## src/rtl/boolean_exp.sv

```systemverilog
// boolean_exp: registered (a&b)|c, a^b^c and majority of three inputs.
// Define BOOLEAN_EXP_SYNC_EN to add a SYNC_STAGES-deep input synchronizer per input.
module boolean_exp #(
    parameter logic [2:0] F_RESET     = 3'b000,
    parameter int         SYNC_STAGES = 2
) (
    input  logic clk,
    input  logic rst_n,
    input  logic a,
    input  logic b,
    input  logic c,
    output logic f1,
    output logic f2,
    output logic f3
);
    logic       a_s, b_s, c_s;
    logic [2:0] f_d, f_q;
`ifdef BOOLEAN_EXP_SYNC_EN
    logic [SYNC_STAGES-1:0] a_q, b_q, c_q;
    if (SYNC_STAGES < 2 || SYNC_STAGES > 4) begin : g_bad_depth
        $error("SYNC_STAGES must be in 2..4");
    end
    always_ff @(posedge clk) begin
        if (!rst_n) begin
            a_q <= '0;
            b_q <= '0;
            c_q <= '0;
        end else begin
            a_q <= {a_q[SYNC_STAGES-2:0], a};
            b_q <= {b_q[SYNC_STAGES-2:0], b};
            c_q <= {c_q[SYNC_STAGES-2:0], c};
        end
    end
    assign a_s = a_q[SYNC_STAGES-1];
    assign b_s = b_q[SYNC_STAGES-1];
    assign c_s = c_q[SYNC_STAGES-1];
`else
    assign a_s = a;
    assign b_s = b;
    assign c_s = c;
`endif
    always_comb begin
        f_d = {(a_s & b_s) | c_s, a_s ^ b_s ^ c_s, (a_s & b_s) | (a_s & c_s) | (b_s & c_s)};
    end
    always_ff @(posedge clk) begin
        if (!rst_n) f_q <= F_RESET;
        else        f_q <= f_d;
    end
    assign {f1, f2, f3} = f_q;
endmodule

```

## config.mk

```make
export PLATFORM = sky130hd
export DESIGN_NAME = boolean_exp
export DESIGN_NICKNAME = d
export VERILOG_FILES = /design/src/rtl/boolean_exp.sv
export SDC_FILE = /design/constraint.sdc
export NUM_CORES = 1
export LEC_CHECK = 0
export BUFFER_PORTS_ARGS = -buffer_cell sky130_fd_sc_hd__buf_2
export CORE_AREA = 2 2 39 41
export DETAILED_ROUTE_END_ITERATION = 16
export DIE_AREA = 0 0 41 43
export MAX_ROUTING_LAYER = met4
export SYNTH_ARGS = -nofsm -noshare
export SYNTH_HDL_FRONTEND = slang
export SYNTH_SLANG_ARGS = --single-unit
```

## constraint.sdc

```tcl
create_clock -name clk -period 1 [get_ports clk]
set_input_delay 0.15 -clock clk [delete_from_list [all_inputs] [get_ports clk]]
set_output_delay 0.15 -clock clk [all_outputs]
set_load 0.01 [all_outputs]
```

# == Yosys cells after proc, flatten, opt, wreduce, memory -nomap -nowiden ==
# Cells that the tools add are included.
# totals
ff_bits,3
word_cells,9
out_inout_bits,3
# classes
n_bitwise,8
# ops
op,n
$and 1x1->1,3
$or 1x1->1,3
$xor 1x1->1,2

# == Longest topological paths before layout ==
# logic_depth
depth_word,3
depth_mapped,2
ltp_nobuf,2

# == Worst setup path before layout ==
# Ideal clock, no wire load.
# synth_timing
kind,input to register
start,in a
end,reg f_q[1]
t_arrival_ns,0.724
setup_slack_ns,0.161
stages,2
setup_ns,0.115
path_cell_list,fa_1 > and2_1
# synth_between
elab_chain_len,2
# synth_lines
element,line_no,source
start: declaration,9,"input logic a,"
$xor 1x1->1 (2 in series),43,"f_d = {(a_s & b_s) | c_s, a_s ^ b_s ^ c_s, (a_s & b_s) | (a_s & c_s) | (b_s & c_s)};"
end signal: assignment,46,if (!rst_n) f_q <= F_RESET;
end signal: assignment,47,else f_q <= f_d;
end: declaration,17,"logic [2:0] f_d, f_q;"
# No other way between the ends.
# A chain may end at the register's enable or synchronous reset.

# == Worst setup path in the final report ==
# layout_timing
start,reg f_q[2]
end,out f1
# layout_lines
element,line_no,source
end: declaration,12,"output logic f1,"
# No word-level cell between the ends.

==> metrics <==
critical path, cell by cell buf_2; Ys Warns 0; GRT Total Usage 4.620%; Worst path max stage delay 300 ps; Pre-antenna DRT Iters 4; top-area cell type share of the netlist area 53.33%; Routability Congestion 0.5275; final setup vio count 0; Initial DRC Count 1; clock slew at reported path FFs 40 ps; die area 1763 um^2; Starting Density 8.137%; share of cells above drive strength 1 52.63%; leak pwr 0.09256 nW; vias in the first global route 101; hold crit path type in2reg; register with the most flip-flops f_q; max_slew headroom 95.38%; Via density 2.771; Final Cycle Share 79.71%; Max Root-Sink Buffers 2; CTS root buf clkbuf_4; Worst path slowest cell dfxtp_1; Die Height 43 um; CTS Sinks 3; antenna-violating nets left 0; Die Width 41 um; global route total overflow 0; setup bufs post-CTS 0; Synth-to-Final Area Change 72.22%; DRC viols 0; worst setup margin 202.9 ps; Fin Setup TNS 0 ps; worst setup path startpoint f_q[2]; CTS Buf Count 3; largest net degree at the start of global routing 4; post-CTS sizing 0; WL final 262 um; Pwr Density 1980 nW/um^2; count of input and output buffers 7; DR WL/cell 7.486 um; Hold-fix buffers, CTS 0; fin util 14.01%; # fillers 162; Syn Area/Cell 14.08 um^2; core region area 1384 um^2; Top delay family on crit path flip-flops; Period minus WS final 797.1 ps; fmax 1255 MHz; synth top area cells dfxtp_1 53%, fa_1 18%, and2_1 11%; Max Cap Viol 0; Worst EP arrival 650 ps; Final Hold Fails 0; Min-Delay Startpoint c; Mapped Nets 15; count of cell types in the netlist 5; area leader, netlist dfxtp_1; commonest non-fill, non-tap cells in the layout 7 x buf_2, 3 x clkbuf_4, 3 x dfxtp_1, 2 x and2_1; setup slack at placement 23.34 ps; status finished, final reports clean; CTS tree yes; nets 27; Max FO, Critical Path 1; worst vdd ir 0.2120 mV; top flop regs f_q (3); Seq cells post-synth 3; row count 14; first-pass GRT wire length 386 um; synthesized area 112.6 um^2; RSZ-0062 raised after global routing no; sequential share of the synthesized area 53.33%; crit path launch type register; # H-tree levels 1; number of antenna violations at the first check in global routing 0; total number of vias 97; Req. time, crit path 850 ps; final slew viol count 0; Ports 8; commonest non-fill, non-tap cell in the layout buf_2; critical path type reg2out; crit path capture type output pin; Buf/Inv on CP 1; Largest register FFs 3; Cells after Synth 8; worst slew pin tran 69.23 ps; # diodes 0; final hold slack 147.0 ps
cell usage after synthesis (all sizes together):
cell   n
dfxtp  3
o21a   1
and2   2
fa     1
ha     1
per-layer routing:
layer	vias to the layer above	GRT usage (%)	part of all wire (%)
met5	-	-	0
met4	0	6.000	0
met3	0	6.283	21
met2	10	3.750	32
met1	41	3.834	46
li1	46	-	-
stage by stage:
step / instance area (um^2) / cells / power, W
final: 193.9 / 35 / 0.0003840
after global routing: 193.9 / 35 / 0.0004193
after CTS: 193.9 / 35 / 0.0003977
after detailed placement: 167.7 / 31 / 0.0001721
after global placement: 167.7 / 31 / 0.0001709
after floorplan: 112.6 / 8 / 0.0001491
final cells by class:
type | count | area, um^2 | area share [%]
sequential | 3 | 60.06 | 30.97
timing repair buffer | 7 | 35.03 | 18.06
tap | 16 | 20.02 | 10.32
clock buffer | 4 | 26.28 | 13.55
multi-input combinational | 5 | 52.55 | 27.10
cell families after synthesis:
group                      count (synthesis)  share of synthesized area, %
DFF                                        3                         53.34
adders and majority gates                  2                         28.89
and+or+nand+nor                            2                         11.11
AOI/OAI and AO/OA                          1                         6.669
path summary, 6_finish.rpt:
| kind | end | slack (ps) | cells after the start |
|---|---|---|---|
| max | f1 | 200 | 1 |
| min | f_q[2] | 150 | 2 |
power breakdown:
part / internal, W / switching, W / total, W
clock: 0.000150 / 0.0000648 / 0.000214
combinational: 0.0000192 / 0.0000187 / 0.0000379
sequential: 0.000130 / 0.00000173 / 0.000132
(Power assumes the default switching activity.)
